File: config.mk
export PLATFORM = sky130hd
export DESIGN_NAME = cache_arbiter
export DESIGN_NICKNAME = d
export VERILOG_FILES = /design/src/rtl/cache_arbiter.sv
export SDC_FILE = /design/constraint.sdc
export NUM_CORES = 1
export LEC_CHECK = 0
export BUFFER_PORTS_ARGS = -buffer_cell sky130_fd_sc_hd__buf_2
export CAP_MARGIN = 0
export CORE_AREA = 2 2 544 546
export CTS_CLUSTER_SIZE = 24
export DETAILED_ROUTE_END_ITERATION = 8
export DIE_AREA = 0 0 546 548
export PLACE_DENSITY = 0.32
export SYNTH_ARGS = -nofsm -noshare
export SYNTH_HDL_FRONTEND = slang
export SYNTH_SLANG_ARGS = --single-unit
File: constraint.sdc
create_clock -name clk -period 2.3 [get_ports clk]
set_clock_uncertainty 0.15 [all_clocks]
set_input_delay 0.115 -clock clk [delete_from_list [all_inputs] [get_ports clk]]
set_output_delay 0.115 -clock clk [all_outputs]
set_load 0.01 [all_outputs]
File: src/rtl/cache_arbiter.sv
// cache_arbiter
//   Arbitrates the L1 instruction cache (read-only) and the L1 data cache
//   (fill and writeback) onto a single shared L2 port. One transaction is
//   outstanding at a time; simultaneous requests are resolved round-robin.
//
// Ports
//   clk, reset                 clock and synchronous active-high reset
//   i_read, i_address          L1I miss request (held until i_resp)
//   i_rdata, i_resp            line and one-cycle completion pulse to L1I
//   d_read, d_write            L1D fill / writeback request (held until d_resp)
//   d_address, d_wdata         L1D request payload
//   d_rdata, d_resp            line and one-cycle completion pulse to L1D
//   mem_read, mem_write        request strobes to L2
//   mem_address, mem_wdata     latched request payload to L2
//   mem_rdata, mem_resp        L2 returned line and completion
//   busy                       high while a transaction is outstanding
module cache_arbiter #(
    parameter int LINE_WIDTH = 256,
    parameter int ADDR_WIDTH = 32
) (
    input  logic                  clk,
    input  logic                  reset,

    input  logic                  i_read,
    input  logic [ADDR_WIDTH-1:0] i_address,
    output logic [LINE_WIDTH-1:0] i_rdata,
    output logic                  i_resp,

    input  logic                  d_read,
    input  logic                  d_write,
    input  logic [ADDR_WIDTH-1:0] d_address,
    input  logic [LINE_WIDTH-1:0] d_wdata,
    output logic [LINE_WIDTH-1:0] d_rdata,
    output logic                  d_resp,

    output logic                  mem_read,
    output logic                  mem_write,
    output logic [ADDR_WIDTH-1:0] mem_address,
    output logic [LINE_WIDTH-1:0] mem_wdata,
    input  logic [LINE_WIDTH-1:0] mem_rdata,
    input  logic                  mem_resp,

    output logic                  busy
);

    typedef enum logic [1:0] {
        IDLE    = 2'd0,
        SERVE_I = 2'd1,
        SERVE_D = 2'd2
    } state_t;

    localparam logic GRANT_I = 1'b0;
    localparam logic GRANT_D = 1'b1;

    state_t                  state_q, state_d;
    logic                    last_grant_q, last_grant_d;
    logic                    op_write_q, op_write_d;
    logic [ADDR_WIDTH-1:0]   addr_q, addr_d;
    logic [LINE_WIDTH-1:0]   wdata_q, wdata_d;

    logic                    i_pend;
    logic                    d_pend;

    assign i_pend = i_read;
    assign d_pend = d_read | d_write;

    // State and request-latch registers
    always_ff @(posedge clk) begin
        if (reset) begin
            state_q      <= IDLE;
            last_grant_q <= GRANT_I;   // D wins the first tie after reset
            op_write_q   <= 1'b0;
            addr_q       <= '0;
            wdata_q      <= '0;
        end else begin
            state_q      <= state_d;
            last_grant_q <= last_grant_d;
            op_write_q   <= op_write_d;
            addr_q       <= addr_d;
            wdata_q      <= wdata_d;
        end
    end

    // Next-state and grant-time latching
    always_comb begin
        state_d      = state_q;
        last_grant_d = last_grant_q;
        op_write_d   = op_write_q;
        addr_d       = addr_q;
        wdata_d      = wdata_q;

        case (state_q)
            IDLE: begin
                // I wins when alone, or on a tie when D was served last
                if (i_pend && (!d_pend || (last_grant_q == GRANT_D))) begin
                    state_d    = SERVE_I;
                    op_write_d = 1'b0;
                    addr_d     = i_address;
                    wdata_d    = '0;
                end else if (d_pend) begin
                    state_d    = SERVE_D;
                    // read+write together is treated as a writeback
                    op_write_d = d_write;
                    addr_d     = d_address;
                    wdata_d    = d_wdata;
                end
            end
            SERVE_I: begin
                if (mem_resp) begin
                    state_d      = IDLE;
                    last_grant_d = GRANT_I;
                end
            end
            SERVE_D: begin
                if (mem_resp) begin
                    state_d      = IDLE;
                    last_grant_d = GRANT_D;
                end
            end
            default: state_d = IDLE;
        endcase
    end

    // Outputs; held low while reset is asserted so an abandoned
    // transaction can neither strobe L2 nor complete to a requester.
    always_comb begin
        mem_read  = 1'b0;
        mem_write = 1'b0;
        i_resp    = 1'b0;
        d_resp    = 1'b0;
        busy      = 1'b0;
        if (!reset) begin
            case (state_q)
                SERVE_I: begin
                    mem_read = ~op_write_q;
                    i_resp   = mem_resp;
                    busy     = 1'b1;
                end
                SERVE_D: begin
                    mem_read  = ~op_write_q;
                    mem_write = op_write_q;
                    d_resp    = mem_resp;
                    busy      = 1'b1;
                end
                default: ;
            endcase
        end
    end

    assign mem_address = addr_q;
    assign mem_wdata   = wdata_q;
    assign i_rdata     = mem_rdata;
    assign d_rdata     = mem_rdata;

endmodule

-- Word level (Yosys, flattened, before mapping)
Cells that the tools add are included.
- bits in registers: 292
- input port bits: 582
- output and inout bits: 805
- word-level logic and storage cells: 46
- reduce and logical (&&, ||, !) cells: 10
- bitwise logic cells: 2
- equal/unequal tests: 6
- muxes and demuxes: 23
- operators by type and width (operator ; number):
    256-bit two-way mux ; 2
    32-bit two-way mux ; 2
    1-bit two-way mux ; 14
    2-bit two-way mux ; 3
    2-bit inequality test (second input constant) ; 2
    2-bit case mux with 2 select lines ; 1
    2-bit AND reduction ; 2
    2-bit nonzero test ; 2
    3-bit inequality test (second input constant) ; 1
    3-bit AND reduction ; 1
    2-bit by 1-bit == test with 1-bit output (second input constant) ; 1
    2-bit == test (second input constant) ; 1
    2-bit zero test ; 1
    2-bit by 1-bit inequality test with 1-bit output (second input constant) ; 1
    1-bit case mux with 2 select lines ; 1
    2-bit OR reduction ; 1
    1-bit logical AND ; 1
    1-bit zero test ; 1
    1-bit logical OR ; 1
    1-bit NOT ; 1
    1-bit bitwise OR ; 1

-- Logic depth before layout (Yosys ltp)
- word-level depth: 6
- mapped depth: 8
- gate-level depth less buffers: 5

-- Worst setup path before layout
Ideal clock, no wire load.
- path kind: register to register
- start: reg state_q[0]
- end: reg addr_q[10] (netlist: mem_address[10])
- cell stages (with the launch flop): 9
- slack: 0.634 ns
- path buffers: 3
- data required time: 2.059 ns
- data arrival time: 1.425 ns
- setup time: 0.091 ns
- period minus slack after synthesis: 1.666 ns
- path through: dfxtp_1 > inv_1 > ha_1 > buf_2 > o31a_1 > buf_2 > buf_2 > nor2_1 > a311oi_1
- word-level cells in the longest chain between the ends: 2
- RTL lines (item ; line ; source):
    start, declared ; 55 ; state_t state_q, state_d;
    start signal, assigned ; 76 ; state_q <= state_d;
    2-bit zero test ; 92 ; case (state_q)
    2-bit AND reduction (no source line) ; -- ;
    end signal, assigned ; 79 ; addr_q <= addr_d;
    end, declared ; 58 ; logic [ADDR_WIDTH-1:0] addr_q, addr_d;
Every way passes these cells.
A chain may end at the register's enable or synchronous reset.

-- Worst setup path in the final report
- start: in i_read
- end: reg wdata_q[219] (netlist: mem_wdata[219])
- word-level cells in the longest chain between the ends: 3
- elaborated cells on any way between the ends: 4
- those cells by class: mux: 1; reduce/logical: 3
- RTL lines (item ; line ; source):
    start, declared ; 24 ; input logic i_read,
    1-bit logical AND (*) ; 95 ; if (i_pend && (!d_pend || (last_grant_q == GRANT_D))) begin
    2-bit nonzero test (no source line) ; -- ;
    2-bit AND reduction (no source line) ; -- ;
    end signal, assigned ; 80 ; wdata_q <= wdata_d;
    end, declared ; 59 ; logic [LINE_WIDTH-1:0] wdata_q, wdata_d;
Mark *: on every way between the ends. The rest lies on a longest branch, timed or not.

==> results_dict.tcl <==
set metrics [dict create \
    status "finished, final reports clean" \
    path_class "input port to register" \
    root_buffer "clkbuf_16" \
    synth_xor_area_share_pct 0 \
    fp.dieW_um 546 \
    hold_class "input port to output pin" \
    synth_area_per_cell_sq_um 8.955 \
    portBuffers 618 \
    drv_slew 0 \
    final_util_pct 8.331 \
    period_share_pct 96.03 \
    syn-instance-count 1615 \
    core_sq_um 293100 \
    cp-start-kind "input port" \
    synth.ff_latch_count 292 \
    dieArea_sq_um 299200 \
    num_vias 14890 \
    clkSinkCount 292 \
    grt_first_pass_wirelength_um 203800 \
    cts_buffer_depth 3 \
    area_growth_pct 68.80 \
    track_usage_pct 10.92 \
    end_kind "register" \
    post_drt_wl_per_cell_um 28.34 \
    rsz0062_at_grt "false" \
    row_count 199 \
    worst_pin_slew_ns 1.140 \
    synth.distinct_cells 29 \
    synth_compound_area_share_pct 19.34 \
    place_ws_ns 0.1465 \
    fin_tns_setup_ns 0 \
    design_area_sq_um 24410 \
    synthMuxAreaShare_pct 0 \
    slowest_delay_ns 0.57 \
    cp.required_ns 2.70 \
    io_pins 1387 \
    via_per_inst 2.454 \
    nFillCells 34290 \
    synth_top_family_by_area "buffers and inverters" \
    drc 0 \
    clk_pin_slew_ns 0.05 \
    layout_min_cycle_time_ns 2.209 \
    syn-num-nets 2200 \
    yosys.area_share.simple_pct 9.084 \
    irDropWorstVdd_mv 0.5533 \
    regArea_sq_um 5847 \
    place_hpwl_um 149900 \
    fin_nets 2686 \
    grt-ovfl-total 0 \
    p_leak_nw 9.195 \
    grt_pass1_vias 14660 \
    place_congestion 0.8539 \
    slowest_stage "dlygate4sd3_1" \
    hold_violations 0 \
    synthAdderAreaFrac_pct 0.2595 \
    drt_pre_antenna_iters 5 \
    antenna_found_initial 48 \
    relSlewSlack_pct 23.94 \
    placed_area_sq_um 18530 \
    grt_max_degree 81 \
    worst-path-max-fanout 56 \
    layout_setup_ws_ns 0.09137 \
    routed_wl_um 171900 \
    h-tree-depth 2 \
    final_antenna_net_count 0 \
    clk_latency_ns 0.67 \
    powerDensity_nw_per_um2 752.9 \
    initial_core_util_pct 4.935 \
    drive_gt1_share_pct 34.91 \
    setup_viol 0 \
    cap_violations 0 \
    path_cells "dlygate4sd3_1 > buf_2 > buf_4 > a2bb2oi_4 > buf_12 > buf_12 > a32oi_1 > nor2_1 > dlygate4sd3_1" \
    syn-cell-area_sq_um 14460 \
    fmax_ghz 0.4528 \
    die_height_um 548 \
    cts_made_buffers 44 \
    cp.arrival_ns 2.61 \
    ys_warn_count 0 \
    synth-seq-area-share_pct 40.42 \
    multi_input_area_sq_um 4199 \
    cts_tree "yes" \
    drt-initial-drc-count 1127 \
]
worst max-delay path: cells and delay by family:
kind	cells	cell delay (ns)
buffers and inverters	6	2.03
AND/OR/NAND/NOR	1	0.06
AO/OA/AOI/OAI	2	0.33
area by class of cell:
class | instances | share of cell area [%]
Sequential cell | 292 | 23.95
Antenna cell | 11 | 0.1128
Timing Repair Buffer | 1091 | 32.51
Inverter | 3 | 0.04613
Multi-Input combinational cell | 669 | 17.20
Tap cell | 3919 | 20.09
Clock buffer | 60 | 5.002
Clock inverter | 22 | 1.092
stage by stage:
step | total power, mW | std cells | hold WS, ns
after global routing | 19.38 | 6058 | 0.04572
after detailed placement | 10.34 | 5541 | 0.08010
after CTS | 18.78 | 6050 | 0.001406
after global placement | 10.34 | 5541 | 0.08010
after floorplan | 8.821 | 1615 | 0.1305
final | 18.38 | 6067 | 0.08001
power by group:
group / internal [mW] / total (mW) / switching [mW]
logic: 1.93 / 5.00 / 3.07
registers: 5.63 / 5.99 / 0.361
clock network: 4.12 / 7.38 / 3.26
Yosys cell counts, drive strengths merged:
| cell type | n | area share (%) |
|---|---|---|
| a2bb2oi | 1 | 0.10 |
| o21ba | 1 | 0.069 |
| nand2 | 2 | 0.052 |
| and3b | 2 | 0.12 |
| o21bai | 1 | 0.078 |
| ha | 3 | 0.26 |
| inv | 3 | 0.078 |
| nand4 | 1 | 0.043 |
| o21ai | 34 | 1.2 |
| buf | 580 | 29 |
| nand2b | 1 | 0.043 |
| a22oi | 1 | 0.052 |
| clkbuf | 72 | 1.9 |
| a21oi | 3 | 0.10 |
| nor2 | 290 | 7.5 |
| o31a | 1 | 0.061 |
| o211ai | 2 | 0.10 |
| a32oi | 256 | 16 |
| nor2b | 3 | 0.13 |
| o31ai | 1 | 0.15 |
| a311oi | 32 | 1.9 |
| nor4b | 1 | 0.061 |
| nand3 | 32 | 1.1 |
| dfxtp | 292 | 40 |
per-layer routing:
layer / global-route usage [%] / up-vias / share of wire (%)
li1: - / 6225 / -
met1: 7.901 / 6778 / 25
met2: 17.55 / 1589 / 45
met3: 13.26 / 289 / 27
met4: 3.124 / 8 / 3.2
met5: 0.3482 / - / 0.11
logic make-up (layout without fill, tap and decap cells):
logic type                 after synthesis  count (layout)
other                                    0              11
AOI/OAI and AO/OA                      333             334
adders and majority gates                3               3
buffers and inverters                  655            1176
and+or+nand+nor                        332             332
DFF                                    292             292
cell usage in the layout (no fill, tap or decap), types with 3 or more instances in the layout:
| cell type | synthesis | layout |
|---|---|---|
| diode_2 | 0 | 11 |
| buf_4 | 514 | 28 |
| a311oi_1 | 32 | 32 |
| inv_6 | 0 | 4 |
| clkbuf_16 | 0 | 45 |
| clkinvlp_4 | 0 | 3 |
| a32oi_1 | 256 | 255 |
| buf_12 | 0 | 13 |
| nand3_1 | 32 | 32 |
| dlygate4sd3_1 | 0 | 427 |
| buf_2 | 64 | 617 |
| clkbuf_1 | 71 | 10 |
| clkinv_2 | 0 | 7 |
| o21ai_0 | 33 | 33 |
| dfxtp_1 | 292 | 291 |
| a21oi_1 | 3 | 3 |
| nor2_1 | 290 | 290 |
| bufinv_16 | 0 | 3 |
| clkbuf_8 | 0 | 6 |
| nor2b_1 | 3 | 3 |
final timing paths:
kind,from,endpoint,slack (ns),cells past startpoint
worst min-delay path,mem_rdata[254],d_rdata[254],0.08,0
worst min register to register,mem_wdata[171],mem_wdata[171],0.33,2
worst max register to register,state_q[0],mem_wdata[148],0.10,7
worst max-delay path,i_read,mem_wdata[219],0.09,9
sequential cells by signal (all words and copies together), names as in the netlist:
register,cells
mem_wdata,256
mem_address,32
state_q,2
last_grant_q,1
op_write_q,1
what timing repair did:
item                                    in CTS  in global routing
buffers inserted                             0                  4
endpoints found under the setup margin       0                 54
hold endpoints to repair                   292                  0
resized for setup                            0                  8
hold buffers                               427                  0
(Power assumes the default switching activity.)
